<file path="src/rtl/soc_mgmt_syscfg_apb_demux.sv">
// ============================================================================
// Module   : soc_mgmt_syscfg_apb_demux
// Brief    : APB4 1:N demultiplexer for the soc_mgmt syscfg space, with
//            decode-error responses and hung-subordinate timeout termination.
// Revision : 1.0 - initial release
// ============================================================================
`default_nettype none

module soc_mgmt_syscfg_apb_demux #(
    parameter int NumSub        = 5,
    parameter int AddrW         = 19,
    parameter int TimeoutCycles = 256,
    localparam int CntW         = $clog2(TimeoutCycles + 1)
) (
    input  logic                 i_clk,
    input  logic                 i_rst_n,
    // Manager side
    input  logic [AddrW-1:0]     i_paddr,
    input  logic                 i_psel,
    input  logic                 i_penable,
    input  logic                 i_pwrite,
    input  logic [31:0]          i_pwdata,
    input  logic [3:0]           i_pstrb,
    input  logic [2:0]           i_pprot,
    output logic [31:0]          o_prdata,
    output logic                 o_pready,
    output logic                 o_pslverr,
    // Decoder side
    input  logic [2:0]           i_sub_idx,
    input  logic                 i_dec_err,
    // Subordinate side
    output logic [NumSub-1:0]    o_sub_psel,
    output logic                 o_sub_penable,
    output logic [AddrW-1:0]     o_sub_paddr,
    output logic                 o_sub_pwrite,
    output logic [31:0]          o_sub_pwdata,
    output logic [3:0]           o_sub_pstrb,
    output logic [2:0]           o_sub_pprot,
    input  logic [NumSub*32-1:0] i_sub_prdata,
    input  logic [NumSub-1:0]    i_sub_pready,
    input  logic [NumSub-1:0]    i_sub_pslverr,
    // Status
    output logic                 o_timeout,
    output logic [7:0]           o_err_count
);

    localparam logic [CntW-1:0] c_CNT_LAST = CntW'(TimeoutCycles - 1);

    typedef enum logic [1:0] {
        S_IDLE   = 2'd0,
        S_ACCESS = 2'd1,
        S_ERR    = 2'd2,
        S_TOUT   = 2'd3
    } state_t;

    state_t            r_state;
    state_t            w_state_nxt;
    logic [2:0]        r_idx;
    logic [2:0]        w_idx_nxt;
    logic [CntW-1:0]   r_cnt;
    logic [CntW-1:0]   w_cnt_nxt;
    logic [7:0]        r_err_count;
    logic              w_err_inc;

    logic              w_setup;
    logic              w_req_ok;
    logic [31:0]       w_sel_rdata;
    logic              w_sel_ready;
    logic              w_sel_err;

    logic [NumSub-1:0] w_sub_psel;
    logic              w_sub_penable;
    logic              w_pready;
    logic              w_pslverr;
    logic [31:0]       w_prdata;
    logic              w_timeout;

    assign w_setup  = i_psel && !i_penable;
    assign w_req_ok = !i_dec_err && (int'(i_sub_idx) < NumSub);

    always_comb begin
        w_sel_rdata = '0;
        w_sel_ready = 1'b0;
        w_sel_err   = 1'b0;
        for (int i = 0; i < NumSub; i++) begin
            if (r_idx == 3'(i)) begin
                w_sel_rdata = i_sub_prdata[i*32 +: 32];
                w_sel_ready = i_sub_pready[i];
                w_sel_err   = i_sub_pslverr[i];
            end
        end
    end

    always_ff @(posedge i_clk) begin
        if (!i_rst_n) begin
            r_state     <= S_IDLE;
            r_idx       <= '0;
            r_cnt       <= '0;
            r_err_count <= '0;
        end else begin
            r_state <= w_state_nxt;
            r_idx   <= w_idx_nxt;
            r_cnt   <= w_cnt_nxt;
            if (w_err_inc && (r_err_count != 8'hFF)) begin
                r_err_count <= r_err_count + 8'd1;
            end
        end
    end

    always_comb begin
        w_state_nxt   = r_state;
        w_idx_nxt     = r_idx;
        w_cnt_nxt     = r_cnt;
        w_err_inc     = 1'b0;
        w_sub_psel    = '0;
        w_sub_penable = 1'b0;
        w_pready      = 1'b0;
        w_pslverr     = 1'b0;
        w_prdata      = '0;
        w_timeout     = 1'b0;
        case (r_state)
            S_IDLE: begin
                w_cnt_nxt = '0;
                if (w_setup) begin
                    if (w_req_ok) begin
                        w_sub_psel  = NumSub'(1) << i_sub_idx;
                        w_idx_nxt   = i_sub_idx;
                        w_state_nxt = S_ACCESS;
                    end else begin
                        w_state_nxt = S_ERR;
                    end
                end
            end
            S_ACCESS: begin
                w_sub_psel    = NumSub'(1) << r_idx;
                w_sub_penable = i_penable;
                w_pready      = w_sel_ready;
                w_pslverr     = w_sel_ready && w_sel_err;
                w_prdata      = w_sel_ready ? w_sel_rdata : 32'h0;
                if (i_penable && w_sel_ready) begin
                    w_state_nxt = S_IDLE;
                    w_cnt_nxt   = '0;
                end else if (i_penable) begin
                    // Ready seen on the last counted cycle still completes normally.
                    if (r_cnt == c_CNT_LAST) begin
                        w_state_nxt = S_TOUT;
                        w_cnt_nxt   = '0;
                    end else begin
                        w_cnt_nxt = r_cnt + CntW'(1);
                    end
                end
            end
            S_ERR: begin
                w_pready  = i_penable;
                w_pslverr = i_penable;
                if (i_penable) begin
                    w_err_inc   = 1'b1;
                    w_state_nxt = S_IDLE;
                end
            end
            S_TOUT: begin
                w_pready    = 1'b1;
                w_pslverr   = 1'b1;
                w_timeout   = 1'b1;
                w_err_inc   = 1'b1;
                w_state_nxt = S_IDLE;
            end
            default: begin
                w_state_nxt = S_IDLE;
            end
        endcase
    end

    // Response and select outputs are forced quiet while reset is held.
    assign o_sub_psel    = i_rst_n ? w_sub_psel    : '0;
    assign o_sub_penable = i_rst_n ? w_sub_penable : 1'b0;
    assign o_pready      = i_rst_n ? w_pready      : 1'b0;
    assign o_pslverr     = i_rst_n ? w_pslverr     : 1'b0;
    assign o_prdata      = i_rst_n ? w_prdata      : 32'h0;
    assign o_timeout     = i_rst_n ? w_timeout     : 1'b0;
    assign o_err_count   = r_err_count;

    assign o_sub_paddr  = i_paddr;
    assign o_sub_pwrite = i_pwrite;
    assign o_sub_pwdata = i_pwdata;
    assign o_sub_pstrb  = i_pstrb;
    assign o_sub_pprot  = i_pprot;

endmodule

`default_nettype wire
</file>
<file path="config.mk">
export PLATFORM = sky130hd
export DESIGN_NAME = soc_mgmt_syscfg_apb_demux
export DESIGN_NICKNAME = d
export VERILOG_FILES = /design/src/rtl/soc_mgmt_syscfg_apb_demux.sv
export SDC_FILE = /design/constraint.sdc
export NUM_CORES = 1
export LEC_CHECK = 0
export BUFFER_PORTS_ARGS = -buffer_cell sky130_fd_sc_hd__buf_2
export CORE_AREA = 2 2 133 135
export DETAILED_ROUTE_END_ITERATION = 12
export DIE_AREA = 0 0 135 137
export PLACE_DENSITY_LB_ADDON = 0.2
export SLEW_MARGIN = 20
export SYNTH_ARGS = -nofsm -noshare
export SYNTH_HDL_FRONTEND = slang
export SYNTH_SLANG_ARGS = --single-unit
</file>
<file path="constraint.sdc">
create_clock -name i_clk -period 2.1 [get_ports i_clk]
set_clock_uncertainty 0.05 [all_clocks]
set_input_delay 0.525 -clock i_clk [delete_from_list [all_inputs] [get_ports i_clk]]
set_output_delay 0.525 -clock i_clk [all_outputs]
set_load 0.005 [all_outputs]
</file>
==> summary.txt, run 1 <==
Max cap viols: 0
Grt total ovfl: 0
NumNets Final: 786
Largest net degree at the start of global routing: 34
Failing checks: setup timing
Register-to-register setup slack: 0.15 ns
Core Util, Final: 27.4%
Boundary pin count: 345
Adder-cell share of the synthesized area: 0.851%
Routed Antenna Nets: 0
Setup crit start kind: flop
Simple-gate share of the synthesized area: 19.5%
Synth Register Bits: 22
Final Slew Violations: 0
Synth Warn #: 0
Crit path kind: flop to output pin
Antenna cell count: 0
Ys async rst share: 0%
PortBufs: 226
Hold WC Path Type: flop to flop
Prevailing post-synth register cell: dfxtp_1
Synthesized area: 0.00294 mm²
Full die area: 0.0185 mm²
Post-synthesis cell type count: 44
Most frequent cells in the layout: buf_2 (222), buf_4 (42), nor2_1 (37)
Status: finished with violations
Initial antenna violation count: 0
Skew-Pair Late Insertion Delay: 0.26 ns
CTS tree: built
Worst slew pin tran: 0.573 ns
Worst R2R Start: r_idx[0]
Post-route minimum period: 2.47 ns
Final non-filler cell total: 771
Area delta synth->final: 58.9%
Clock Pin Slew Worst Setup and Hold Paths: 0.06 ns
Post-synthesis mux area share: 25.2%
Max rail drop VDD: 0.279 mV
Synth top area cells: mux4_2 (25%), buf_4 (16%), dfxtp_1 (15%)
Gr usage total: 14.3%
Critical Path RT: 1.52 ns
First-pass GRT wire length: 20600 µm
Reg2Reg Depth: 7
Routability cong.: 0.881
Synthesized area per cell: 8.52 µm²
Routed vias/inst: 4.63
Worst-path maximum fanout: 16
Synth Instances: 345
Post-route DRC: 0
Vias: 3569
Clk buf depth: 2
Worst Hold Launch: r_cnt[8]
Post-synthesis xor/xnor area fraction: 2.38%
Routed len/inst: 19.7 µm
Pre-CTS setup slack: -0.342 ns
Setup WS post-layout: -0.372 ns
Crit path DAT: 1.90 ns
DP HPWL: 12000 µm
Pre-Repair DR Iteration Count: 4
Ratio of cells with drive above 1 in the final layout: 65.4%
CP Capture Type: output pin
CTS Buf Count: 3
First-iteration detailed-routing DRC count: 149
Pleak: 2.13 nW
Core ar.: 0.0171 mm²
Number of global-route vias before repair: 3655
Total Routed Length: 15200 µm
Hold Path Cell Cnt: 2
Area share of the largest cell type after synthesis: 24.5%
Setup violators final: 39
Root buffer cell: clkbuf_16
Pwr per Cell Area: 303 mW/mm²
Sink Count: 22
Synth area leader: mux4_2
Most common cell after layout, fill and taps aside: buf_2
Sequential cell area fraction in the yosys report: 15.0%
EDFF count, synth: 0
RSZ-0062 raised after global routing: true
Setup TNS: -11.71 ns
Die Span Y: 137 µm
Post-CTS Hold Fix Bufs: 0
Max Clock Freq: 0.405 GHz
Die Wd: 135 µm
Placed Cells: 752
Hold Path End: r_cnt[8]
H-tree depth: 1
Final period util: 118%
Critical R2R Capture: r_cnt[2]
Initial Util: 17.2%
Largest family of logic cells by synthesized area: multiplexers
Compound-Gate Fraction of Synth Area: 17.4%
Final Hold Fails: 0
Final Power: 1.42 mW
Num rows: 48
Slew HR: 61.8%
Syn Nets: 584
==> flip-flops by register name, summed over array words and instances, names as in the netlist <==
| signal | cells |
|---|---|
| r_cnt | 9 |
| o_err_count | 8 |
| r_idx | 3 |
| r_state | 2 |
==> power by group <==
group | switching, mW | internal [mW]
combinational | 0.189 | 0.258
sequential | 0.00469 | 0.419
clock | 0.168 | 0.379
==> synthesized netlist by cell type (all sizes together) (5+ instances only) <==
master,instances
a31oi,6
dfxtp,22
mux4,32
buf,73
a21oi,14
a22oi,33
o21ai,5
nand2,20
nor3,6
nand3,11
clkbuf,10
nor2,50
==> worst max-delay path, cell delays in order (launching register included) <==
cell and delay, ns:
dfxtp_4 0.43, buf_6 0.13, nor3b_4 0.04, and2b_2 0.22
a31oi_4 0.18, nand3_4 0.16, clkbuf_16 0.22, nor2_1 0.12
buf_2 0.12
==> stage by stage <==
stage               hold WS (ns)  cell area [µm²]
global placement           0.420             4160
CTS                        0.419             4450
finish                     0.432             4670
floorplan                  0.375             2950
global route               0.477             4670
detailed placement         0.410             4160
==> repair_timing <==
item,CTS,global route
pin swaps,6,7
gates cloned,1,4
endpoints found under the setup margin,39,39
setup buffers,7,3
resized for setup,23,32
==> how the worst max path moves through the flow <==
stage,from,end,cells past startpoint
after floorplan,r_idx[0],o_prdata[24],5
after global routing,r_idx[0],o_prdata[20],8
after detailed placement,r_idx[0],o_prdata[14],5
after CTS,r_idx[0],o_prdata[30],5
final,r_idx[0],o_prdata[20],8
after global placement,r_idx[0],o_prdata[14],5
==> area by class of cell <==
class	instances	area, µm²
clock buffers	3	75.1
flip-flops and latches	22	450
inverters	5	18.8
repair buffers	280	1710
well taps	225	282
multi-input cells	235	2110
fillers	1875	12400
clock inverters	1	30.0
==> kinds of logic after synthesis <==
family | count (synthesis)
fa+ha+maj | 2
mux | 34
flops | 22
xor+xnor | 8
simple gates | 119
compound gates | 72
buf+inv | 88
==> routing by layer <==
layer  wire (µm)  GRT usage [%]  up-vias  part of all wire [%]
met5           0              0        -                     0
met4         225           3.41        0                   1.5
met3        1190           2.93       15                   7.8
met2        7550           25.1      210                    50
met1        6200           17.9     1701                    41
li1            -              -     1643                     -
Note: power is estimated with default switching activity, not from simulation.
==> run 2, diff against run 1 <==
Settings changed: SKIP_LAST_GASP set to 1.
==> summary.txt, run 2 (synthesized netlist as in run 1, its figures left out) <==
PortBufs: 226 (unchanged)
Routed vias/inst: 4.67 (+0.94%)
Max rail drop VDD: 0.279 mV (about the same)
Post-CTS Hold Fix Bufs: 0 (unchanged)
Initial Util: 17.2% (unchanged)
CTS tree: built
First-iteration detailed-routing DRC count: 124 (-17%)
Full die area: 0.0185 mm² (unchanged)
Number of global-route vias before repair: 3658 (+0.082%)
Crit path DAT: 1.89 ns (about the same)
Gr usage total: 14.3% (about the same)
Sink Count: 22 (unchanged)
Routability cong.: 0.881 (unchanged)
Pre-Repair DR Iteration Count: 4 (unchanged)
Placed Cells: 752 (unchanged)
Worst slew pin tran: 0.586 ns (+0.0126 ns)
Hold WC Path Type: flop to flop
Reg with most FFs: r_cnt
Final period util: 117% (-0.25 points)
Area delta synth->final: 57.7%
Skew-Pair Late Insertion Delay: 0.26 ns (about the same)
Final Hold Fails: 0 (unchanged)
Root buffer cell: clkbuf_16
Post-route minimum period: 2.47 ns (-0.00521 ns)
DP HPWL: 12000 µm (unchanged)
Most frequent cells in the layout: buf_2 (223), nor2_1 (45), buf_4 (41)
Routed Antenna Nets: 0 (unchanged)
Core ar.: 0.0171 mm² (unchanged)
Max cap viols: 0 (unchanged)
First-pass GRT wire length: 20600 µm (about the same)
Ratio of cells with drive above 1 in the final layout: 63.9% (-1.5 points)
Status: finished with violations
Post-route DRC: 0 (unchanged)
Vias: 3598 (+0.81%)
Final Power: 1.41 mW (-0.35%)
H-tree depth: 1 (unchanged)
CP Capture Type: output pin
Pleak: 2.13 nW (about the same)
Die Span Y: 137 µm (unchanged)
NumNets Final: 785 (-0.13%)
Crit path kind: flop to output pin
Final Slew Violations: 0 (unchanged)
Num rows: 48 (unchanged)
Grt total ovfl: 0 (unchanged)
Initial antenna violation count: 0 (unchanged)
Setup violators final: 39 (unchanged)
CTS Buf Count: 3 (unchanged)
Routed len/inst: 19.8 µm (+0.82%)
Pwr per Cell Area: 305 mW/mm² (+0.37%)
Slew HR: 60.9% (-0.84 points)
Setup crit start kind: flop
Boundary pin count: 345 (unchanged)
Clk buf depth: 2 (unchanged)
Total Routed Length: 15300 µm (+0.69%)
Failing checks: setup timing
Worst-path maximum fanout: 16 (unchanged)
Largest net degree at the start of global routing: 34 (unchanged)
Final non-filler cell total: 770 (-0.13%)
Die Wd: 135 µm (unchanged)
RSZ-0062 raised after global routing: true
Max reg flops: 9 (unchanged)
Max Clock Freq: 0.405 GHz (+0.21%)
Most common cell after layout, fill and taps aside: buf_2
Critical Path RT: 1.52 ns (about the same)
Clock Pin Slew Worst Setup and Hold Paths: 0.06 ns (about the same)
Setup WS post-layout: -0.366 ns (+0.00521 ns)
Antenna cell count: 0 (unchanged)
-- run 2: path summary, 6_finish.rpt --
| path | end | start | slack (ns) | cells past startpoint |
|---|---|---|---|---|
| worst max-delay path | o_prdata[20] | r_idx[0] | -0.37 | 8 |
| worst min-delay path | r_cnt[8] | r_cnt[8] | 0.43 | 2 |
| worst max register to register | r_cnt[2] | r_idx[0] | 0.15 | 7 |
| worst min register to register | r_cnt[8] | r_cnt[8] | 0.43 | 2 |
-- run 2: final cells by class --
cell class | instances | area, µm²
flip-flops and latches | 22 | 450
inverters | 5 | 18.8
clock inverters | 1 | 30.0
repair buffers | 279 | 1710
fillers | 1874 | 12400
well taps | 225 | 282
clock buffers | 3 | 75.1
multi-input cells | 235 | 2070
-- run 2: report_power, final --
group          total [mW]  switching (mW)  internal (mW)
logic               0.443           0.186          0.257
clock network       0.546           0.167          0.379
registers           0.423         0.00464          0.419
-- run 2: timing repair --
action / 4_1_cts / 5_1_grt
pin swaps: 6 / 7
setup buffers: 7 / 2
endpoints found under the hold margin: 0 / 0
endpoints found under the setup margin: 39 / 39
resized for setup: 22 / 22
gates cloned: 1 / 4
-- run 2: critical path: stages (launching register included) --
cell and delay (ns):
dfxtp_4 0.43, buf_6 0.13, nor3b_4 0.04, and2b_2 0.22, a31oi_4 0.18, nand3_4 0.16
clkbuf_16 0.22, nor2_1 0.12, buf_2 0.12
-- run 2: metal layers --
metal	global-route usage [%]	part of all wire, %	vias up
li1	-	-	1637
met1	17.9	40	1727
met2	25.1	50	219
met3	2.93	8.1	15
met4	3.41	1.5	0
met5	0	0	-
-- run 2: per-stage QoR --
stage	hold WS [ns]	util [%]	cell area, µm²	worst slack, ns	TNS (ns)
floorplan	0.375	-	2950	0.00744	0
global placement	0.420	24.4	4160	-0.365	-8.04
detailed placement	0.410	24.4	4160	-0.342	-8.43
finish	0.426	27.2	4640	-0.366	-11.64
CTS	0.419	26.0	4440	-0.383	-11.88
global route	0.477	27.2	4640	-0.442	-15.26
==> run 3, diff against run 2 <==
==> constraint.sdc (replaced) <==
create_clock -name i_clk -period 2.1 [get_ports i_clk]
set_clock_uncertainty 0.05 [all_clocks]
set_input_delay 0.315 -clock i_clk [delete_from_list [all_inputs] [get_ports i_clk]]
set_output_delay 0.315 -clock i_clk [all_outputs]
set_load 0.005 [all_outputs]
==> summary.txt, run 3 (synthesized netlist as in run 1, its figures left out) <==
Worst-path maximum fanout: 7 (-9)
Post-route minimum period: 2.24 ns (-0.228 ns)
Routed vias/inst: 4.58 (-1.9%)
H-tree depth: 1 (unchanged)
Max cap viols: 0 (unchanged)
Slew HR: 58.6% (-2.4 points)
Register-to-register setup slack: 0.11 ns (-0.04 ns)
Final period util: 107% (-11 points)
Sink Count: 22 (unchanged)
Full die area: 0.0185 mm² (unchanged)
Largest net degree at the start of global routing: 34 (unchanged)
Gr usage total: 14.5% (+0.18 points)
Area delta synth->final: 59.1%
First-pass GRT wire length: 20400 µm (-1.1%)
Number of global-route vias before repair: 3403 (-7.0%)
Max rail drop VDD: 0.263 mV (-5.5%)
CP Capture Type: output pin
Setup crit start kind: flop
Most common cell after layout, fill and taps aside: buf_2
CTS tree: built
First-iteration detailed-routing DRC count: 101 (-19%)
Pleak: 2.07 nW (-2.8%)
Crit path kind: flop to output pin
Root buffer cell: clkbuf_16
Initial antenna violation count: 2 (+2)
Setup crit start: r_idx[0]
CTS Buf Count: 3 (unchanged)
CP peak stage delay: 0.38 ns (-0.05 ns)
Clock Pin Slew Worst Setup and Hold Paths: 0.06 ns (about the same)
Grt total ovfl: 0 (unchanged)
Routed len/inst: 19.6 µm (-0.96%)
Core Util, Final: 27.4% (+0.23 points)
Final Power: 1.40 mW (-0.87%)
Failing checks: setup timing
Initial Util: 17.2% (unchanged)
Crit-path most repeated cell: a31oi_4
Ratio of cells with drive above 1 in the final layout: 67.0% (+3.1 points)
Pre-Repair DR Iteration Count: 5 (+1)
RSZ-0062 raised after global routing: true
Core ar.: 0.0171 mm² (unchanged)
Crit path DAT: 1.87 ns (-0.02 ns)
Most frequent cells in the layout: buf_2 (224), mux4_2 (32), nor2_1 (29)
Total Routed Length: 14900 µm (-2.2%)
Pwr per Cell Area: 299 mW/mm² (-1.7%)
Hold WC Path Type: primary input to flop
Vias: 3483 (-3.2%)
Reg with most FFs: r_cnt
Setup violators final: 33 (-15%)
Worst Hold Launch: i_rst_n
Die Span Y: 137 µm (unchanged)
Worst slew pin tran: 0.621 ns (+0.0354 ns)
Die Wd: 135 µm (unchanged)
PortBufs: 226 (unchanged)
Num rows: 48 (unchanged)
Critical Path RT: 1.74 ns (+0.22 ns)
NumNets Final: 773 (-1.5%)
DP HPWL: 12300 µm (+2.1%)
Setup WS post-layout: -0.139 ns (+0.228 ns)
Critical-path cell list: and4bb_2 > a31oi_4 > a31oi_4 > nand3_4 > buf_12 > buf_6 > nor2_1 > buf_2
Max reg flops: 9 (unchanged)
Final Slew Violations: 0 (unchanged)
Pre-CTS setup slack: -0.0450 ns (+0.297 ns)
Routed Antenna Nets: 0 (unchanged)
Final Hold Fails: 0 (unchanged)
Status: finished with violations
Boundary pin count: 345 (unchanged)
Clk buf depth: 2 (unchanged)
Critical-path top delay cell: dfxtp_4
Max Clock Freq: 0.447 GHz (+10%)
Post-route DRC: 0 (unchanged)
Setup TNS: -4.13 ns (+7.51 ns)
Skew-Pair Late Insertion Delay: 0.25 ns (about the same)
Routability cong.: 0.856 (-2.8%)
Worst R2R Start: r_idx[2]
## run 3: cell count changes in the layout (fill, tap and decap cells not counted), sizes merged
cell	delta
diode	+2
clkbuf	-3
bufbuf	+1
buf	-10
## run 3: critical path: cells and delay by family (launching register included)
kind | cells | cell delay [ns]
AOI/OAI and AO/OA | 2 | 0.28
buffers and inverters | 3 | 0.42
and+or+nand+nor | 3 | 0.54
DFF | 1 | 0.38
## run 3: metal layers
metal / up-vias / routed length (µm) / global-route usage, %
met3: 10 / 1370 / 3.96
met1: 1681 / 5930 / 17.9
met5: - / 0 / 0
met2: 179 / 7480 / 25.6
li1: 1613 / - / -
met4: 0 / 144 / 2.08
## run 3: power breakdown
group | switching, mW | internal [mW] | total [mW]
logic | 0.190 | 0.247 | 0.437
clock network | 0.161 | 0.379 | 0.540
registers | 0.00554 | 0.418 | 0.423
## run 3: cell type report
class	count	area, µm²
Inverter	5	18.8
Antenna cell	2	5.00
Tap cell	225	282
Clock inverter	1	30.0
Timing Repair Buffer	267	1650
Clock buffer	3	75.1
Multi-Input combinational cell	235	2160
Fill cell	1873	12400
Sequential cell	22	453
## run 3: what timing repair did
action,4_1_cts,5_1_grt
hold buffers,0,0
buffers inserted,7,2
setup endpoints to repair,34,40
resized for setup,30,44
pin swaps,6,5
cloned,1,1
## run 3: final timing paths
kind	cells after the start	endpoint
setup / recovery	8	o_prdata[27]
hold / removal	2	r_state[1]
setup reg to reg	6	r_cnt[5]
hold reg to reg	2	r_cnt[8]
## run 3: per-stage QoR
| stage | cells | hold slack [ns] | instance area (µm²) |
|---|---|---|---|
| 2_1_floorplan | 345 | 0.375 | 2940 |
| 3_3_place_gp | 743 | 0.401 | 4120 |
| 3_5_place_dp | 743 | 0.398 | 4120 |
| 4_1_cts | 755 | 0.286 | 4450 |
| 5_1_grt | 758 | 0.306 | 4670 |
| 6_report | 760 | 0.297 | 4680 |
